### config.mk
export PLATFORM = sky130hd
export DESIGN_NAME = unidad_mul_div
export DESIGN_NICKNAME = d
export VERILOG_FILES = /design/src/rtl/muldiv_pkg.sv /design/src/rtl/muldiv_paso.sv /design/src/rtl/unidad_mul_div.sv
export SDC_FILE = /design/constraint.sdc
export NUM_CORES = 1
export LEC_CHECK = 0
export CAP_MARGIN = 40
export CORE_ASPECT_RATIO = 0.9
export CORE_MARGIN = 10
export CORE_UTILIZATION = 45
export DETAILED_ROUTE_END_ITERATION = 8
export PLACE_DENSITY = 0.71
export SLEW_MARGIN = 20
export SYNTH_ARGS = -nofsm -noshare
export SYNTH_HDL_FRONTEND = slang
export SYNTH_SLANG_ARGS = --single-unit
### constraint.sdc
create_clock -name CLK -period 3.05 [get_ports CLK]
set_input_delay 0.4575 -clock CLK [delete_from_list [all_inputs] [get_ports CLK]]
set_output_delay 0.4575 -clock CLK [all_outputs]
set_load 0.02 [all_outputs]
### src/rtl/muldiv_pkg.sv
// Shared constants for the iterative multiply/divide unit: operation codes,
// FSM state encodings and the number of iterations per operation.
package muldiv_pkg;

  localparam logic [1:0] OP_MULL = 2'b00;
  localparam logic [1:0] OP_MULH = 2'b01;
  localparam logic [1:0] OP_DIVU = 2'b10;
  localparam logic [1:0] OP_REMU = 2'b11;

  localparam logic [1:0] ST_IDLE = 2'd0;
  localparam logic [1:0] ST_CALC = 2'd1;
  localparam logic [1:0] ST_FIN  = 2'd2;

  localparam int STEPS = 32;

  // Divide and remainder share the restoring datapath; bit 1 of the opcode selects it.
  function automatic logic op_is_div(input logic [1:0] op);
    return op[1];
  endfunction

endpackage

### src/rtl/muldiv_paso.sv
// One combinational iteration: shift-add multiply step or restoring divide step
// on the 64-bit accumulator ({product high, low} or {remainder, quotient}).
module muldiv_paso #(
  parameter int WIDTH = 32
) (
  input  logic [2*WIDTH-1:0] acc_in,
  input  logic [WIDTH-1:0]   operand,
  input  logic               is_div,
  output logic [2*WIDTH-1:0] acc_out
);

  logic [WIDTH-1:0]   hi;
  logic [WIDTH-1:0]   lo;
  logic [WIDTH:0]     sum;
  logic [WIDTH:0]     rem_sh;
  logic [WIDTH-1:0]   diff;
  logic               geq;
  logic [2*WIDTH-1:0] mul_next;
  logic [2*WIDTH-1:0] div_next;

  assign hi = acc_in[2*WIDTH-1:WIDTH];
  assign lo = acc_in[WIDTH-1:0];

  // The adder carry becomes bit 63 after the right shift.
  assign sum      = {1'b0, hi} + {1'b0, (lo[0] ? operand : {WIDTH{1'b0}})};
  assign mul_next = {sum, lo[WIDTH-1:1]};

  // The shifted remainder needs 33 bits; when it is >= B the difference fits in 32.
  assign rem_sh   = {hi, lo[WIDTH-1]};
  assign geq      = rem_sh >= {1'b0, operand};
  assign diff     = rem_sh[WIDTH-1:0] - operand;
  assign div_next = geq ? {diff, lo[WIDTH-2:0], 1'b1}
                        : {rem_sh[WIDTH-1:0], lo[WIDTH-2:0], 1'b0};

  assign acc_out = is_div ? div_next : mul_next;

endmodule

### src/rtl/unidad_mul_div.sv
// Iterative unsigned multiply/divide unit between the register bank read ports
// and its write port; 32 iterations per operation, one-cycle write strobe at the end.
module unidad_mul_div
  import muldiv_pkg::*;
#(
  parameter int WIDTH  = 32,
  parameter int ADDR_W = 5
) (
  input  logic              CLK,
  input  logic              RST_N,
  input  logic              START_MD,
  input  logic [1:0]        OP_MD,
  input  logic [WIDTH-1:0]  A_MD,
  input  logic [WIDTH-1:0]  B_MD,
  input  logic [ADDR_W-1:0] WA_IN_MD,
  output logic              BUSY_MD,
  output logic              DONE_MD,
  output logic [WIDTH-1:0]  DW_MD,
  output logic [ADDR_W-1:0] WA_MD,
  output logic              WE_MD
);

  logic [1:0]         state;
  logic [5:0]         cnt;
  logic [2*WIDTH-1:0] acc;
  logic [2*WIDTH-1:0] acc_next;
  logic [WIDTH-1:0]   b_q;
  logic [1:0]         op_q;
  logic [ADDR_W-1:0]  wa_q;
  logic [WIDTH-1:0]   result;

  muldiv_paso #(.WIDTH(WIDTH)) u_paso (
    .acc_in  (acc),
    .operand (b_q),
    .is_div  (op_is_div(op_q)),
    .acc_out (acc_next)
  );

  // Result is taken from the accumulator produced by the final iteration.
  always_comb begin
    result = acc_next[WIDTH-1:0];
    case (op_q)
      OP_MULL: result = acc_next[WIDTH-1:0];
      OP_MULH: result = acc_next[2*WIDTH-1:WIDTH];
      OP_DIVU: result = acc_next[WIDTH-1:0];
      OP_REMU: result = acc_next[2*WIDTH-1:WIDTH];
      default: result = acc_next[WIDTH-1:0];
    endcase
  end

  always_ff @(posedge CLK or negedge RST_N) begin
    if (!RST_N) begin
      state   <= ST_IDLE;
      cnt     <= '0;
      acc     <= '0;
      b_q     <= '0;
      op_q    <= OP_MULL;
      wa_q    <= '0;
      BUSY_MD <= 1'b0;
      DONE_MD <= 1'b0;
      WE_MD   <= 1'b0;
      DW_MD   <= '0;
      WA_MD   <= '0;
    end else begin
      case (state)
        ST_IDLE: begin
          if (START_MD) begin
            // Dividend/multiplier enters the low half and is shifted out as it is consumed.
            acc     <= {{WIDTH{1'b0}}, A_MD};
            b_q     <= B_MD;
            op_q    <= OP_MD;
            wa_q    <= WA_IN_MD;
            cnt     <= '0;
            BUSY_MD <= 1'b1;
            state   <= ST_CALC;
          end
        end
        ST_CALC: begin
          acc <= acc_next;
          cnt <= cnt + 6'd1;
          if (cnt == 6'(STEPS - 1)) begin
            DW_MD   <= result;
            WA_MD   <= wa_q;
            DONE_MD <= 1'b1;
            WE_MD   <= (wa_q != '0);
            state   <= ST_FIN;
          end
        end
        ST_FIN: begin
          DONE_MD <= 1'b0;
          WE_MD   <= 1'b0;
          BUSY_MD <= 1'b0;
          state   <= ST_IDLE;
        end
        default: state <= ST_IDLE;
      endcase
    end
  end

endmodule
==> impl_metrics.ini, run 1 <==
[outcome]
status = finished, violations left
violations = negative setup slack

[placement]
routabilityCongestion = 0.9473
dpl.hpwl_mm = 29.38
preCtsSetupSlack_ps = -327.2
io_buffer_count = 113

[logic_synthesis]
seq_area_frac_synth_pct = 34.17
async_flop_share_pct = 100.0
synthCells = 1304
ys_ff_latch = 151
ys_top_cells_by_area = dfrtp_1 34%, ha_1 7.4%, nand2_1 5.7%
yosysWarnings = 0
synth_ff_type = dfrtp_1
synth-edff-count = 0
ys_types = 78
synth_area_per_cell_um2 = 8.481
synth_top_area_share_pct = 34.17
synth_nets = 1445
syn-cell-area_um2 = 11060
yosysTopAreaCell = dfrtp_1

[timing]
timing.fmax_mhz = 312.8
worst_pin_slew_ps = 826.4
fin_tns_setup_ps = -475.7
worst_slack_ps = -147.1
fin_skew_ps = 16.00
period_share_pct = 104.8
slew_violations = 0
worst_slew_margin_rel_pct = 44.85
finalHoldViolCount = 0
period_needed_ps = 3197
rsz0062_at_grt = true
finalSetupViolations = 10

[finish]
antennaDiodeCount = 0
nNetsFinal = 1746
drive_above_1_share_pct = 28.12
syn2layout_area_growth_pct = 42.36

[routing]
vias_per_cell = 6.088
antenna_left = 0
drt-initial-drc-count = 1185
routed_wl_mm = 41.15
firstDrtPassIters = 6
wl_per_cell_um = 21.36
vias = 11730
drc = 0

[worst_setup_path]
cp-end-kind = flip-flop
crit_type = reg -> reg
crit_required_ps = 3420
startpoint_type = flip-flop
arrival_ps = 3560
cp_max_fo = 5

[global_routing]
grt_pass1_vias = 11630
grt_max_degree = 64
grt_pass1_wl_mm = 63.74
grt_use_total_pct = 25.42
antenna_found_initial = 0
grt.overflow.total = 0

[clock_network]
root_buffer = clkbuf_16
numCtsBuffers = 17
clk_path_buf_depth = 2
worstSkewPairLatency_ps = 440
h-tree-depth = 4
cts_sinks = 151
clk_pin_slew_ps = 80
cts_tree = yes

[floorplanning]
die_w_um = 185.3
start_util_pct = 45.72
die_h_um = 168.7
core_um2 = 24190
ios = 114
num_rows = 54
die_area_um2 = 31260

[min_path]
hold_class = in -> async

[job]
max-cap-violations = 0
==> cells in the mapped netlist, types with 18 or more instances <==
library cell  instances
xor2_1               18
o21ai_0              83
ha_1                 65
dfrtp_1             151
a21oi_1             110
clkbuf_1             75
inv_1                49
nand2_1             167
nor3_1               28
and2_1               34
nand3_1              30
mux2_2               23
nor2_1               50
o211ai_1             19
xnor2_1              37
mux2i_1              29
o21ai_1              40
a21o_1               32
o22ai_1              41
a22o_1               19
==> worst max-delay path, cell delays in order, from the launching register on <==
cell and delay [ps]:
dfrtp_2 440, and2_4 170, ha_4 120, inv_2 30, fa_2 350, nand2b_4 170, a21oi_4 160, o211ai_1 180
o21ai_1 190, a41oi_1 160, buf_4 180, o21ai_4 150, a2111oi_4 90, a311o_1 310, a211o_1 270, o21ai_1 140
==> per-layer routing <==
layer  global-route usage (%)  vias up  wire, µm
met5                        0        -         0
met4                    8.227        0      1162
met3                    4.366       81      2989
met2                    41.76      561     19780
met1                    33.13     5707     17220
li1                         -     5376         -
==> registers in the layout (all words and copies together), names as in the netlist, 2 cells and up <==
| name | flops |
|---|---|
| cnt | 6 |
| b_q | 32 |
| wa_q | 5 |
| state | 2 |
| acc | 64 |
| DW_MD | 32 |
| WA_MD | 5 |
| op_q | 2 |
==> final timing paths <==
| check | slack (ps) | startpoint | depth (start not counted) | to |
|---|---|---|---|---|
| max in group asynchronous | 2220 | RST_N | 2 | acc[1]$_DFFE_PN0P_ |
| min | 40 | RST_N | 1 | b_q[7]$_DFFE_PN0P_ |
| max | -150 | acc[0]$_DFFE_PN0P_ | 15 | acc[63]$_DFFE_PN0P_ |
| min reg2reg | 490 | WA_MD[1]$_DFFE_PN0P_ | 2 | WA_MD[1]$_DFFE_PN0P_ |
| max reg2reg | -150 | acc[0]$_DFFE_PN0P_ | 15 | acc[63]$_DFFE_PN0P_ |
| min in group CLK | 490 | WA_MD[1]$_DFFE_PN0P_ | 2 | WA_MD[1]$_DFFE_PN0P_ |
==> area by class of cell <==
class / count / area, µm²
fillers: 2013 / 8444
repair buffers: 372 / 3256
clock inverters: 14 / 162.7
well taps: 308 / 385.4
flip-flops and latches: 151 / 3785
multi-input cells: 1012 / 7535
inverters: 51 / 191.4
clock buffers: 18 / 429.2
==> timing repair <==
action                                  4_1_cts  5_1_grt
buffers inserted                              8       11
pin swaps                                    28       35
endpoints found under the setup margin       51       56
hold buffers                                  0        0
gates cloned                                  1        4
resized for setup                            67       94
==> per-stage QoR <==
step | util (%) | area (µm²) | hold slack [ps] | std cells
after floorplan | - | 11060 | 161.9 | 1304
after global placement | 58.07 | 14050 | 458.7 | 1870
after detailed placement | 58.07 | 14050 | 464.7 | 1870
after CTS | 62.33 | 15080 | 58.39 | 1911
after global routing | 65.09 | 15740 | 85.00 | 1926
final | 65.09 | 15740 | 39.90 | 1926
==> kinds of logic after synthesis <==
kind of cell               share of synthesized area, %
DFF                                               34.17
and+or+nand+nor                                   15.57
buffers and inverters                             5.091
muxes                                             5.611
xor gates and xnor gates                          4.356
adders and majority gates                         7.716
AOI/OAI and AO/OA                                 27.49
==> placed cells by master (no fill, tap or decap), drive strengths merged, types with 13 or more instances in the layout <==
cell type and n:
nand2 170, nor2 50, o211ai 19, and2 34
o22a 14, o21ai 123, xnor2 37, mux2i 29
a21o 32, mux2 29, clkbuf 20, nor3 28
a22o 19, clkdlybuf4s50 112, ha 65, buf 258
nand3 30, inv 56, xor2 18, a31oi 13
a21oi 114, o22ai 41, dfrtp 151
Power of run 1 is left out: the tool's default activity adds up to more than one toggle a clock period on the data nets, which glitch-free logic cannot reach.
==> inputs of run 2 (changes only) <==
--- a/config.mk
+++ b/config.mk
@@ -11,6 +11,7 @@
 export CORE_UTILIZATION = 45
 export DETAILED_ROUTE_END_ITERATION = 8
 export PLACE_DENSITY = 0.71
+export SKIP_CTS_REPAIR_TIMING = 1
 export SLEW_MARGIN = 20
 export SYNTH_ARGS = -nofsm -noshare
 export SYNTH_HDL_FRONTEND = slang
==> run 2 against run 1 <==
The run still ends with negative setup slack left. Wire length increased by 2.0%. Non-clock buffer count increased by 6. Critical path depth unchanged. Clock-buffer cell count is the same. Worst setup slack got worse by 69 ps. First-iteration DRC count rose by 9.6%. Cell area increased by 1.2%. Flip-flop and latch count stayed put. Critical endpoint unchanged.
==> impl_metrics.ini, run 2 (synthesized netlist as in run 1, its figures left out) <==
[finish]
final_cell_mix = 239 x buf_4, 161 x nand2_1, 147 x dfrtp_1
drive_above_1_share_pct = 29.93
largest_reg_flops = 64
final_common_cell = buf_4
final.fill_count = 1968
syn2layout_area_growth_pct = 44.08
nNetsFinal = 1752
regMostFlops = acc
antennaDiodeCount = 0
reg_top3 = acc (64), DW_MD (32), b_q (32)

[global_routing]
grt_use_total_pct = 24.89
grt_pass1_wl_mm = 62.42
grt_pass1_vias = 11460
antenna_found_initial = 0
grt.overflow.total = 0
grt_max_degree = 64

[outcome]
violations = negative setup slack
status = finished, violations left

[timing]
fin_skew_ps = 13.50
worst_slew_margin_rel_pct = 44.92
period_share_pct = 107.1
finalHoldViolCount = 0
finalSetupViolations = 21
worst_pin_slew_ps = 825.3
rsz0062_at_grt = true
timing.fmax_mhz = 306.2
period_needed_ps = 3266
slew_violations = 0
worst_slack_ps = -216.2

[routing]
routed_wl_mm = 41.98
drt-initial-drc-count = 1299
vias = 11750
vias_per_cell = 6.080
wl_per_cell_um = 21.73
firstDrtPassIters = 5
antenna_left = 0
drc = 0

[clock_network]
root_buffer = clkbuf_16
clk_pin_slew_ps = 80
cts_sinks = 151
h-tree-depth = 4
cts_tree = yes
numCtsBuffers = 17
clk_path_buf_depth = 2
worstSkewPairLatency_ps = 440

[placement]
routabilityCongestion = 0.9473
dpl.hpwl_mm = 29.38
io_buffer_count = 113
preCtsSetupSlack_ps = -327.2

[worst_setup_path]
startpoint_type = flip-flop
slowest_stage = dfrtp_2
cp-end-kind = flip-flop
arrival_ps = 3630
cp_max_fo = 5
critPathTopFamily = compound AO/OA/AOI/OAI gates
cp_slowest_stage_delay_ps = 480
crit_chain = and2_4 > ha_4 > inv_2 > fa_2 > nand2b_4 > a21oi_4 > o211ai_1 > o21ai_1 > a41oi_1 > buf_4 > o21ai_4 > a2111oi_2 > a311o_1 > a211o_1 > o21ai_1
cp.buffers_inverters = 2
crit_required_ps = 3420
cp_common_cell = o21ai_1
crit_type = reg -> reg

[floorplanning]
die_w_um = 185.3
die_area_um2 = 31260
start_util_pct = 45.72
core_um2 = 24190
num_rows = 54
die_h_um = 168.7
ios = 114

[min_path]
hold_class = in -> async

[job]
max-cap-violations = 0
run 2: changes by cell type in the layout (fill, tap and decap cells not counted), sizes merged:
cell	change
clkbuf	+2
buf	+4
run 2: final timing paths:
path	from	end	cells past startpoint	slack [ps]
setup / recovery	acc[0]$_DFFE_PN0P_	acc[63]$_DFFE_PN0P_	15	-220
hold / removal	RST_N	b_q[7]$_DFFE_PN0P_	1	40
setup reg to reg	acc[0]$_DFFE_PN0P_	acc[63]$_DFFE_PN0P_	15	-220
hold reg to reg	WA_MD[1]$_DFFE_PN0P_	WA_MD[1]$_DFFE_PN0P_	2	490
max in group asynchronous	RST_N	DW_MD[15]$_DFFE_PN0P_	2	2220
min in group CLK	WA_MD[1]$_DFFE_PN0P_	WA_MD[1]$_DFFE_PN0P_	2	490
run 2: layout make-up:
cell class              instances  area [µm²]  area share [%]
clock inverters                14       162.7           1.021
multi-input cells            1012        7651           48.02
repair buffers                378        3328           20.89
well taps                     308       385.4           2.419
inverters                      51       191.4           1.201
clock buffers                  18       429.2           2.693
flip-flops and latches        151        3786           23.76
run 2: routing by layer:
metal	up-vias	track usage, %	wire (µm)
met4	0	8.934	1343
met3	97	4.495	3020
li1	5390	-	-
met1	5735	32.38	17510
met5	-	0	0
met2	524	40.41	20110
run 2: metrics by stage:
stage	instances	area, µm²	TNS [ps]	util [%]	hold slack (ps)
after floorplan	1304	11060	0	-	161.9
after detailed placement	1870	14050	-5297	58.07	464.7
after global routing	1932	15930	-4090	65.88	80.01
final	1932	15930	-1275	65.88	37.28
after CTS	1902	14640	-6874	60.52	58.39
after global placement	1870	14050	-4315	58.07	458.7
Power of run 2 is left out for the same reason.
